File: src/rtl/axi_lite_read_arbiter.sv
// Two-port AXI-Lite read arbiter: port 0 (instruction fetch) and port 1
// (data load) share a single AXI-Lite read master with one transaction in
// flight. Ties are broken round-robin; responses come back as a one-cycle
// pulse on the granted port with shared data/response lines.
module axi_lite_read_arbiter #(
  parameter int ADDR_WIDTH = 32,
  parameter int DATA_WIDTH = 32,
  parameter int RESP_WIDTH = 2,
  parameter int PROT_WIDTH = 3
) (
  input  logic                  aclk,
  input  logic                  arestn,
  // requesters
  input  logic                  req0_valid,
  input  logic [ADDR_WIDTH-1:0] req0_addr,
  output logic                  req0_ready,
  input  logic                  req1_valid,
  input  logic [ADDR_WIDTH-1:0] req1_addr,
  output logic                  req1_ready,
  output logic                  rsp0_valid,
  output logic                  rsp1_valid,
  output logic [DATA_WIDTH-1:0] rsp_data,
  output logic [RESP_WIDTH-1:0] rsp_resp,
  // AXI-Lite read master
  input  logic                  m_axi_arready,
  output logic                  m_axi_arvalid,
  output logic [ADDR_WIDTH-1:0] m_axi_araddr,
  output logic [PROT_WIDTH-1:0] m_axi_arprot,
  output logic                  m_axi_rready,
  input  logic                  m_axi_rvalid,
  input  logic [DATA_WIDTH-1:0] m_axi_rdata,
  input  logic [RESP_WIDTH-1:0] m_axi_rresp
);

  // Instruction fetches are flagged via the instruction bit of ARPROT.
  localparam logic [PROT_WIDTH-1:0] PROT_INSTR = PROT_WIDTH'(4);
  localparam logic [PROT_WIDTH-1:0] PROT_DATA  = '0;

  typedef enum logic [1:0] {IDLE, AR, R} state_t;

  state_t state;
  logic   last_grant;  // port granted most recently
  logic   port_q;      // port owning the transaction in flight
  logic   winner;
  logic   grant;

  // Round-robin pick: on a tie the port not granted last wins.
  always_comb begin
    winner = (req0_valid && req1_valid) ? ~last_grant : req1_valid;
    grant  = (state == IDLE) && (req0_valid || req1_valid);
  end

  assign req0_ready = grant && !winner;
  assign req1_ready = grant &&  winner;

  // Transaction FSM; every AXI and response output is a register.
  always_ff @(posedge aclk) begin
    if (!arestn) begin
      state         <= IDLE;
      last_grant    <= 1'b1;  // port 0 wins the first tie
      port_q        <= 1'b0;
      m_axi_arvalid <= 1'b0;
      m_axi_araddr  <= '0;
      m_axi_arprot  <= '0;
      m_axi_rready  <= 1'b0;
      rsp0_valid    <= 1'b0;
      rsp1_valid    <= 1'b0;
      rsp_data      <= '0;
      rsp_resp      <= '0;
    end else begin
      rsp0_valid <= 1'b0;
      rsp1_valid <= 1'b0;
      case (state)
        IDLE: begin
          if (grant) begin
            port_q        <= winner;
            last_grant    <= winner;
            m_axi_araddr  <= winner ? req1_addr : req0_addr;
            m_axi_arprot  <= winner ? PROT_DATA : PROT_INSTR;
            m_axi_arvalid <= 1'b1;
            state         <= AR;
          end
        end
        AR: begin
          if (m_axi_arready) begin
            m_axi_arvalid <= 1'b0;
            m_axi_rready  <= 1'b1;
            state         <= R;
          end
        end
        R: begin
          if (m_axi_rvalid) begin
            // Error responses pass through untouched; no retry.
            m_axi_rready <= 1'b0;
            rsp_data     <= m_axi_rdata;
            rsp_resp     <= m_axi_rresp;
            rsp0_valid   <= !port_q;
            rsp1_valid   <=  port_q;
            state        <= IDLE;
          end
        end
        default: begin
          m_axi_arvalid <= 1'b0;
          m_axi_rready  <= 1'b0;
          state         <= IDLE;
        end
      endcase
    end
  end

endmodule

File: config.mk
export PLATFORM = sky130hd
export DESIGN_NAME = axi_lite_read_arbiter
export DESIGN_NICKNAME = d
export VERILOG_FILES = /design/src/rtl/axi_lite_read_arbiter.sv
export SDC_FILE = /design/constraint.sdc
export NUM_CORES = 1
export LEC_CHECK = 0
export ABC_AREA = 1
export BUFFER_PORTS_ARGS = -buffer_cell sky130_fd_sc_hd__buf_2
export CORE_UTILIZATION = 44
export CTS_CLUSTER_DIAMETER = 40
export DETAILED_ROUTE_END_ITERATION = 16
export PLACE_DENSITY = 0.8
export SLEW_MARGIN = 20
export SYNTH_ARGS = -nofsm -noshare
export SYNTH_HDL_FRONTEND = slang
export SYNTH_SLANG_ARGS = --single-unit
File: constraint.sdc
create_clock -name aclk -period 1.5 [get_ports aclk]
set_input_delay 0.075 -clock aclk [delete_from_list [all_inputs] [get_ports aclk]]
set_output_delay 0.075 -clock aclk [all_outputs]
set_load 0.01 [all_outputs]
==> flow_metrics.tcl, run 1 <==
set metrics [dict create \
    dieWidth_um 86.6 \
    die_h_um 86.6 \
    via_per_inst 4.81 \
    path_clk_slew_ps 80 \
    synth_common_cells "nand2_1 (175), dfxtp_1 (75), a21oi_1 (72)" \
    post-synth-top-area-fraction_pct 47.7 \
    synth_edf_count 0 \
    wl_mm 8.71 \
    syn_area_per_cell_um2 7.08 \
    cts_buffers 9 \
    muxShareOfSynthArea_pct 0 \
    track_usage_pct 23.1 \
    cts_tree "done" \
    htree_num_levels 3 \
    die_area_mm2 0.00750 \
    tns_ps 0 \
    leakagePower_nw 2.22 \
    syn-cell-area_mm2 0.00315 \
    synth_top_family_by_area "simple AND/OR/NAND/NOR gates" \
    cts_root_buffer "clkbuf_8" \
    grt_pass1_vias 3214 \
    ys_ff_latch 75 \
    min_period_ps 1370 \
    grt_max_degree 49 \
    drive_above_1_share_pct 34.8 \
    cp_max_fo 17 \
    yosysMostFrequentCell "nand2_1" \
    clk_latency_ps 320 \
    clock_skew_ps 14.3 \
    crit_path_end_kind "output pin" \
    dpl.hpwl_mm 6.18 \
    wl_per_cell_um 12.2 \
    ys.flop_type "dfxtp_1" \
    first_pass_iters 4 \
    yosys.area.top_type "dfxtp_1" \
    crit_arrival_ps 1300 \
    required_ps 1420 \
    num_vias 3437 \
    holdCritPathClass "in -> reg" \
    rows 30 \
    status "completed" \
    area_growth_pct 39.2 \
    ant_nets 0 \
    peakVddDrop_v 0.000463 \
    io_pins 179 \
    fin_nets 718 \
    power_mw 4.56 \
    gr-total-overflow 0 \
    cts_buffer_depth 2 \
    synthSimpleGateAreaFrac_pct 32.9 \
    slew_violations 0 \
    period_share_pct 91.6 \
    ys_async_sr_fraction_pct 0 \
    synth_cell_types 18 \
    drt_iter0_drc 137 \
    synth_compound_area_share_pct 12.1 \
    synthXorXnorAreaFrac_pct 0 \
    synthAdderAreaFrac_pct 0 \
    hold_violations 0 \
    cts.sinks 75 \
    setup_viol 0 \
    syn-instance-count 445 \
    antenna_found_initial 0 \
    power_density_mw_per_mm2 1040 \
    cap_viol_max_count 0 \
    numPortBuffers 176 \
    core_mm2 0.00687 \
    seq_area_frac_synth_pct 47.7 \
    grt_pass1_wl_mm 13.7 \
    synth_area_leaders "dfxtp_1 (48%), nand2_1 (21%), a21oi_1 (11%)" \
    crit_type "reg -> out" \
    finalWeightedCongestion 0.791 \
    start_util_pct 45.8 \
    diodes 0 \
    drc_errors 0 \
    fmax_mhz 728 \
    startpoint_type "flop" \
    yosysWarnings 0 \
]
## sequential cells by signal (all words and copies together) (netlist names)
signal / cells
m_axi_araddr: 32
rsp_data: 32
rsp_resp: 2
state: 2
last_grant: 1
m_axi_arprot: 1
m_axi_arvalid: 1
m_axi_rready: 1
port_q: 1
rsp0_valid: 1
rsp1_valid: 1
## per-layer routing
layer	wire [µm]	part of all wire (%)	up-vias	global-route usage, %
met2	4180	48	152	41.8
met1	3640	42	1495	25.8
met3	709	8.1	16	6.10
met5	0	0	-	0
li1	-	-	1774	-
met4	176	2.0	0	8.79
## cells by family after synthesis
group,Yosys count
other,1
AOI/OAI and AO/OA,75
buffers and inverters,46
and+or+nand+nor,248
DFF,75
## metrics by stage
| stage | cells | hold WS (ps) | utilization [%] | worst slack [ps] | cell area [µm²] |
|---|---|---|---|---|---|
| after global routing | 714 | 1.45 | 63.8 | -0.264 | 4380 |
| after floorplan | 446 | 159 | - | 389 | 3150 |
| after detailed placement | 693 | 303 | 59.5 | 250 | 4090 |
| after CTS | 710 | 3.19 | 63.0 | 9.40 | 4330 |
| after global placement | 693 | 291 | 59.5 | 325 | 4090 |
| final | 714 | 14.1 | 63.8 | 126 | 4380 |
## area by class of cell
cell class | instances | area (µm²)
inverters | 9 | 33.8
flip-flops and latches | 75 | 1500
clock buffers | 13 | 159
multi-input cells | 325 | 1430
clock inverters | 2 | 35.0
well taps | 96 | 120
repair buffers | 194 | 1100
fillers | 636 | 2490
## repair_timing
action,in CTS,in global routing
setup buffers,0,3
endpoints found under the hold margin,1,0
gates resized for setup,2,3
hold buffers,1,0
endpoints found under the setup margin,1,1
pin swaps,0,1
gates cloned,1,1
## worst max-delay path, cell delays in order, from the launching register on
cell	delay [ps]
dfxtp_1	340
nand2_1	130
nand2_4	130
buf_12	150
nand2_1	70
inv_1	50
buf_2	110
## worst paths after layout
kind	startpoint	endpoint	depth (start not counted)	slack [ps]
setup / recovery	last_grant	req0_ready	6	130
hold / removal	m_axi_rdata[22]	rsp_data[22]	3	10
setup reg to reg	state[0]	rsp_data[4]	6	270
hold reg to reg	port_q	rsp0_valid	1	450
## cells in the final DEF (no fill, tap or decap)
cell type / n
bufbuf_16: 1
nor2_4: 1
dfxtp_1: 74
nor2_1: 1
o21ai_0: 1
inv_2: 2
nand2_4: 1
conb_1: 2
nand2_2: 1
a21oi_1: 72
nor2_2: 1
a21o_1: 1
clkbuf_16: 1
nand2_1: 174
o21ai_2: 1
clkbuf_1: 2
bufinv_16: 1
inv_1: 7
nor3b_2: 1
nor3_1: 1
clkbuf_8: 11
buf_12: 3
nand3_1: 67
clkinv_2: 1
dfxtp_2: 1
buf_4: 12
dlygate4sd3_1: 1
buf_2: 176
## where the power goes
group          internal, mW  switching, mW  total [mW]
Sequential             2.11         0.0611        2.17
Combinational         0.397          0.500       0.897
Clock                 0.850          0.646        1.50
No activity file was read; power rests on OpenSTA's default activity.
==> run 2, diff against run 1 <==
--- a/config.mk
+++ b/config.mk
@@ -5,7 +5,6 @@
 export SDC_FILE = /design/constraint.sdc
 export NUM_CORES = 1
 export LEC_CHECK = 0
-export ABC_AREA = 1
 export BUFFER_PORTS_ARGS = -buffer_cell sky130_fd_sc_hd__buf_2
 export CORE_UTILIZATION = 44
 export CTS_CLUSTER_DIAMETER = 40
==> flow_metrics.tcl, run 2 <==
set metrics [dict create \
    status "completed" \
    post-synth-top-area-fraction_pct 47.7 \
    instances_no_fill 688 \
    synth_common_cells "dfxtp_1 (75), nand2_1 (72), a21oi_1 (40)" \
    io_pins 179 \
    drc_errors 0 \
    synth_area_leaders "dfxtp_1 (48%), nand2_1 (8.6%), a21oi_1 (6.4%)" \
    num_vias 3664 \
    holdCritPathClass "in -> reg" \
    hold_start "req0_addr[16]" \
    seq_area_frac_synth_pct 47.7 \
    rr_endpoint "m_axi_araddr[3]" \
    clk_latency_ps 340 \
    startpoint "last_grant" \
    syn-cell-area_mm2 0.00315 \
    start_util_pct 45.9 \
    synth_cell_types 28 \
    cap_viol_max_count 0 \
    ys.flop_type "dfxtp_1" \
    reg2regPathDepth 6 \
    grt_pass1_wl_mm 16.1 \
    synth_compound_area_share_pct 19.6 \
    peakVddDrop_v 0.000566 \
    hold_violations 0 \
    via_per_inst 5.33 \
    r2r_slack_ps 110 \
    reg2reg_from "state[1]" \
    cts_root_buffer "clkbuf_8" \
    core_mm2 0.00687 \
    register_area_mm2 0.00151 \
    wl_per_cell_um 15.1 \
    multi_input_area_mm2 0.00136 \
    synth_top_family_by_area "simple AND/OR/NAND/NOR gates" \
    cts_buffers 9 \
    yosysWarnings 0 \
    die_h_um 86.6 \
    dpl.hpwl_mm 6.13 \
    layout_common_cells "buf_2 (176), nand2_1 (72), dfxtp_1 (72), dlygate4sd3_1 (41), a21oi_1 (40)" \
    track_usage_pct 27.2 \
    startpoint_type "flop" \
    power_density_mw_per_mm2 1030 \
    synthXorXnorAreaFrac_pct 0 \
    cts.sinks 75 \
    finalWeightedCongestion 0.813 \
    power_mw 4.88 \
    grt_max_degree 45 \
    ys_ff_latch 75 \
    path_clk_slew_ps 80 \
    antenna_found_initial 0 \
    tns_ps 0 \
    numPortBuffers 176 \
    synthAdderAreaFrac_pct 0 \
    slew_violations 0 \
    synth_edf_count 0 \
    leakagePower_nw 2.13 \
    nFillCells 527 \
    diodes 0 \
    die_area_mm2 0.00750 \
    crit_arrival_ps 1330 \
    ant_nets 0 \
    wl_mm 10.4 \
    rsz0062_at_grt "no" \
    dieWidth_um 86.6 \
    setup_viol 0 \
    cp_max_fo 17 \
    area_growth_pct 51.1 \
    clock_skew_ps 7.95 \
    cts_buffer_depth 2 \
    hold_depth 3 \
    htree_num_levels 3 \
    first_pass_iters 4 \
    fin_nets 691 \
    syn_area_per_cell_um2 8.23 \
    cts_tree "done" \
    rows 30 \
    grt_pass1_vias 3506 \
    period_share_pct 93.6 \
    crit_type "reg -> out" \
    dp_cells 627 \
    required_ps 1420 \
    synthSimpleGateAreaFrac_pct 23.0 \
    muxShareOfSynthArea_pct 0 \
    ys_async_sr_fraction_pct 0 \
    drive_above_1_share_pct 37.0 \
    whs_endpoint "m_axi_araddr[16]" \
    yosysMostFrequentCell "dfxtp_1" \
    crit_path_end_kind "output pin" \
    min_period_ps 1400 \
    largest_registers "m_axi_araddr x32, rsp_data x32" \
    mostFrequentLayoutCell "buf_2" \
    syn-instance-count 383 \
    yosys.area.top_type "dfxtp_1" \
    fmax_mhz 712 \
    drt_iter0_drc 156 \
    gr-total-overflow 0 \
]
-- run 2: cell types whose count changed after synthesis, sizes merged, moves of 6 or more --
cell,delta
inv,-6
a21oi,-32
buf,+6
nand4,+32
a31oi,+32
o21ai,+34
nand2,-104
nand3,-34
-- run 2: worst max path at each step --
| stage | to | slack [ps] | cells after the start |
|---|---|---|---|
| 2_1_floorplan | m_axi_araddr[1] | 250 | 6 |
| 3_5_place_dp | m_axi_araddr[20] | 130 | 5 |
| 4_1_cts | req0_ready | 10 | 5 |
| 6_report | req0_ready | 100 | 5 |
| 5_1_grt | req0_ready | 20 | 5 |
| 3_3_place_gp | m_axi_araddr[6] | 190 | 4 |
-- run 2: routing by layer --
metal / wire, µm / vias to the layer above / global-route usage (%)
li1: - / 1766 / -
met3: 877 / 27 / 8.00
met5: 0 / - / 0
met2: 5150 / 208 / 46.0
met4: 229 / 0 / 14.4
met1: 4110 / 1663 / 31.1
-- run 2: layout make-up --
class / instances / area share (%)
clock buffers: 12 / 3.26
clock inverters: 4 / 1.52
inverters: 3 / 0.237
multi-input cells: 262 / 28.5
flip-flops and latches: 75 / 31.6
well taps: 96 / 2.52
repair buffers: 236 / 32.3
-- run 2: critical path, cell delays in order (launching register included) --
cell and delay, ps:
dfxtp_2 370, nand2b_4 160, buf_12 150, nand3_1 120
inv_1 80, buf_2 120
-- run 2: power breakdown --
group	switching [mW]	leakage, nW	internal [mW]	total (mW)
Clock	0.704	0.113	1.03	1.73
Combinational	0.503	1.40	0.468	0.971
Sequential	0.0739	0.612	2.11	2.18
Total	1.28	2.13	3.60	4.88
-- run 2: what timing repair did --
action | CTS | global route
endpoints found under the setup margin | 2 | 3
setup buffers | 1 | 2
gates cloned | 0 | 1
hold endpoints to repair | 41 | 0
gates resized for setup | 2 | 3
pin swaps | 1 | 1
hold buffers | 41 | 0
-- run 2: cells by family (layout without fill, tap and decap cells) --
kind of cell,after synthesis,after routing
buffers and inverters,47,255
AOI/OAI and AO/OA,111,111
other,1,2
and+or+nand+nor,149,149
DFF,75,75
-- run 2: through the flow --
step | utilization, % | hold slack [ps] | area, µm² | setup WS, ps
4_1_cts | 68.6 | 1.33 | 4710 | 11.5
5_1_grt | 69.3 | 5.06 | 4760 | 21.4
2_1_floorplan | - | 211 | 3150 | 247
3_3_place_gp | 59.2 | 317 | 4060 | 193
6_report | 69.3 | 13.0 | 4760 | 95.7
3_5_place_dp | 59.2 | 322 | 4060 | 133
==> run 3, diff against run 2 <==
--- a/config.mk
+++ b/config.mk
@@ -6,10 +6,12 @@
 export NUM_CORES = 1
 export LEC_CHECK = 0
 export BUFFER_PORTS_ARGS = -buffer_cell sky130_fd_sc_hd__buf_2
-export CORE_UTILIZATION = 44
+export CELL_PAD_IN_SITES_DETAIL_PLACEMENT = 1
+export CELL_PAD_IN_SITES_GLOBAL_PLACEMENT = 2
+export CORE_UTILIZATION = 23
 export CTS_CLUSTER_DIAMETER = 40
 export DETAILED_ROUTE_END_ITERATION = 16
-export PLACE_DENSITY = 0.8
+export PLACE_DENSITY = 0.79
 export SLEW_MARGIN = 20
 export SYNTH_ARGS = -nofsm -noshare
 export SYNTH_HDL_FRONTEND = slang
==> flow_metrics.tcl, run 3 (synthesis gave the netlist of run 2 again) <==
set metrics [dict create \
    diodes 0 \
    cts_tree "done" \
    io_pins 179 \
    path_buf_inv 4 \
    wl_mm 12.0 \
    drt_iter0_drc 133 \
    drive_above_1_share_pct 38.3 \
    period_share_pct 94.7 \
    setup_viol 0 \
    antenna_found_initial 0 \
    cts.sinks 75 \
    path_clk_slew_ps 60 \
    holdCritPathClass "in -> reg" \
    mostFrequentLayoutCell "buf_2" \
    clock_skew_ps 9.87 \
    numPortBuffers 176 \
    grt_max_degree 35 \
    fmax_mhz 704 \
    rsz0062_at_grt "no" \
    slew_violations 0 \
    top_usage_layer "met2" \
    die_h_um 119 \
    finalWeightedCongestion 0.741 \
    reg2reg_from "state[1]" \
    cpMaxStageDelayCell "dfxtp_4" \
    track_usage_pct 16.9 \
    whs_endpoint "m_axi_araddr[31]" \
    dpl.hpwl_mm 8.22 \
    crit_arrival_ps 1340 \
    use_met1_pct 20.3 \
    met3_usage_pct 3.64 \
    start_util_pct 23.7 \
    grt_pass1_wl_mm 18.9 \
    nFillCells 1652 \
    crit_type "reg -> out" \
    hold_violations 0 \
    leakagePower_nw 2.14 \
    ant_nets 0 \
    cts_buffers 9 \
    required_ps 1420 \
    layout_common_cells "buf_2 (176), nand2_1 (72), dfxtp_1 (72), a21oi_1 (40)" \
    rr_endpoint "m_axi_araddr[1]" \
    gr-total-overflow 0 \
    peakVddDrop_v 0.000481 \
    first_pass_iters 4 \
    num_vias 3620 \
    cts_buffer_depth 2 \
    cap_viol_max_count 0 \
    multi_input_area_mm2 0.00136 \
    crit_path_end_kind "output pin" \
    die_area_mm2 0.0142 \
    largest_registers "m_axi_araddr x32, rsp_data x32" \
    power_density_mw_per_mm2 1070 \
    tns_ps 0 \
    clk_latency_ps 340 \
    r2r_slack_ps 130 \
    htree_num_levels 3 \
    crit_chain "buf_4 -> nor2_8 -> buf_8 -> nand3_2 -> inv_2 -> buf_2" \
    hold_ws_ps 14.5 \
    min_period_ps 1420 \
    grt_pass1_vias 3742 \
    register_area_mm2 0.00151 \
    fin_nets 693 \
    reg2regPathDepth 5 \
    use_met2_pct 29.2 \
    crit_family "buffers and inverters" \
    hold_depth 3 \
    hold_start "req1_addr[31]" \
    cp_max_fo 3 \
    via_per_inst 4.71 \
    area_growth_pct 54.2 \
    dieWidth_um 119 \
    startpoint_type "flop" \
    core_mm2 0.0133 \
    wl_per_cell_um 15.6 \
    status "completed" \
    drc_errors 0 \
    rows 42 \
    cts_root_buffer "clkbuf_16" \
    max_stage_delay_ps 360 \
]
run 3: changes by cell type in the layout (fill, tap and decap cells not counted), sizes merged:
cell / before / now
bufinv: 2 / 0
clkinvlp: 1 / 0
clkinv: 1 / 2
dlygate4sd3: 41 / 35
buf: 194 / 203
run 3: layout make-up:
class	count	share of cell area, %
Clock inverter	2	0.206
Timing Repair Buffer	238	30.5
Multi-Input combinational cell	262	27.9
Sequential cell	75	31.1
Clock buffer	13	5.56
Inverter	3	0.232
Tap cell	176	4.53
run 3: worst max path at each step:
stage | start | to | slack, ps | cells past startpoint
after floorplan | state[1] | m_axi_araddr[1] | 250 | 6
after CTS | state[0] | req0_ready | 10 | 6
after detailed placement | state[0] | rsp_data[16] | 120 | 4
final | state[1] | req0_ready | 80 | 6
after global routing | state[0] | req0_ready | 20 | 6
after global placement | state[1] | req0_ready | 180 | 6
run 3: tightest hold or removal path, cell delays in order:
cell and delay (ps):
buf_2 90, nand3_1 70, a31oi_1 60
run 3: metal layers:
layer | vias up | share of wire [%]
met1 | 1691 | 45
met3 | 11 | 6.2
met5 | - | 0
li1 | 1778 | -
met2 | 140 | 48
met4 | 0 | 1.3
run 3: power by group:
group / total (mW) / internal, mW / switching [mW]
Clock: 2.06 / 1.24 / 0.819
Combinational: 0.968 / 0.443 / 0.525
Sequential: 2.18 / 2.11 / 0.0700
run 3: stage by stage:
step / power (mW) / setup WS (ps) / std cells / instance area, µm² / utilization [%]
detailed placement: 3.09 / 117 / 713 / 4160 / 31.3
global placement: 3.08 / 177 / 713 / 4160 / 31.3
global route: 5.46 / 16.5 / 769 / 4860 / 36.6
floorplan: 2.72 / 247 / 384 / 3150 / -
finish: 5.21 / 80.2 / 769 / 4860 / 36.6
CTS: 5.27 / 10.6 / 765 / 4820 / 36.3
run 3: repair_timing:
action                     4_1_cts  5_1_grt
hold buffers                    35        0
pin swaps                        0        1
gates resized for setup          7        3
hold endpoints to repair        35        0
setup endpoints to repair        2        2
setup buffers                    2        4
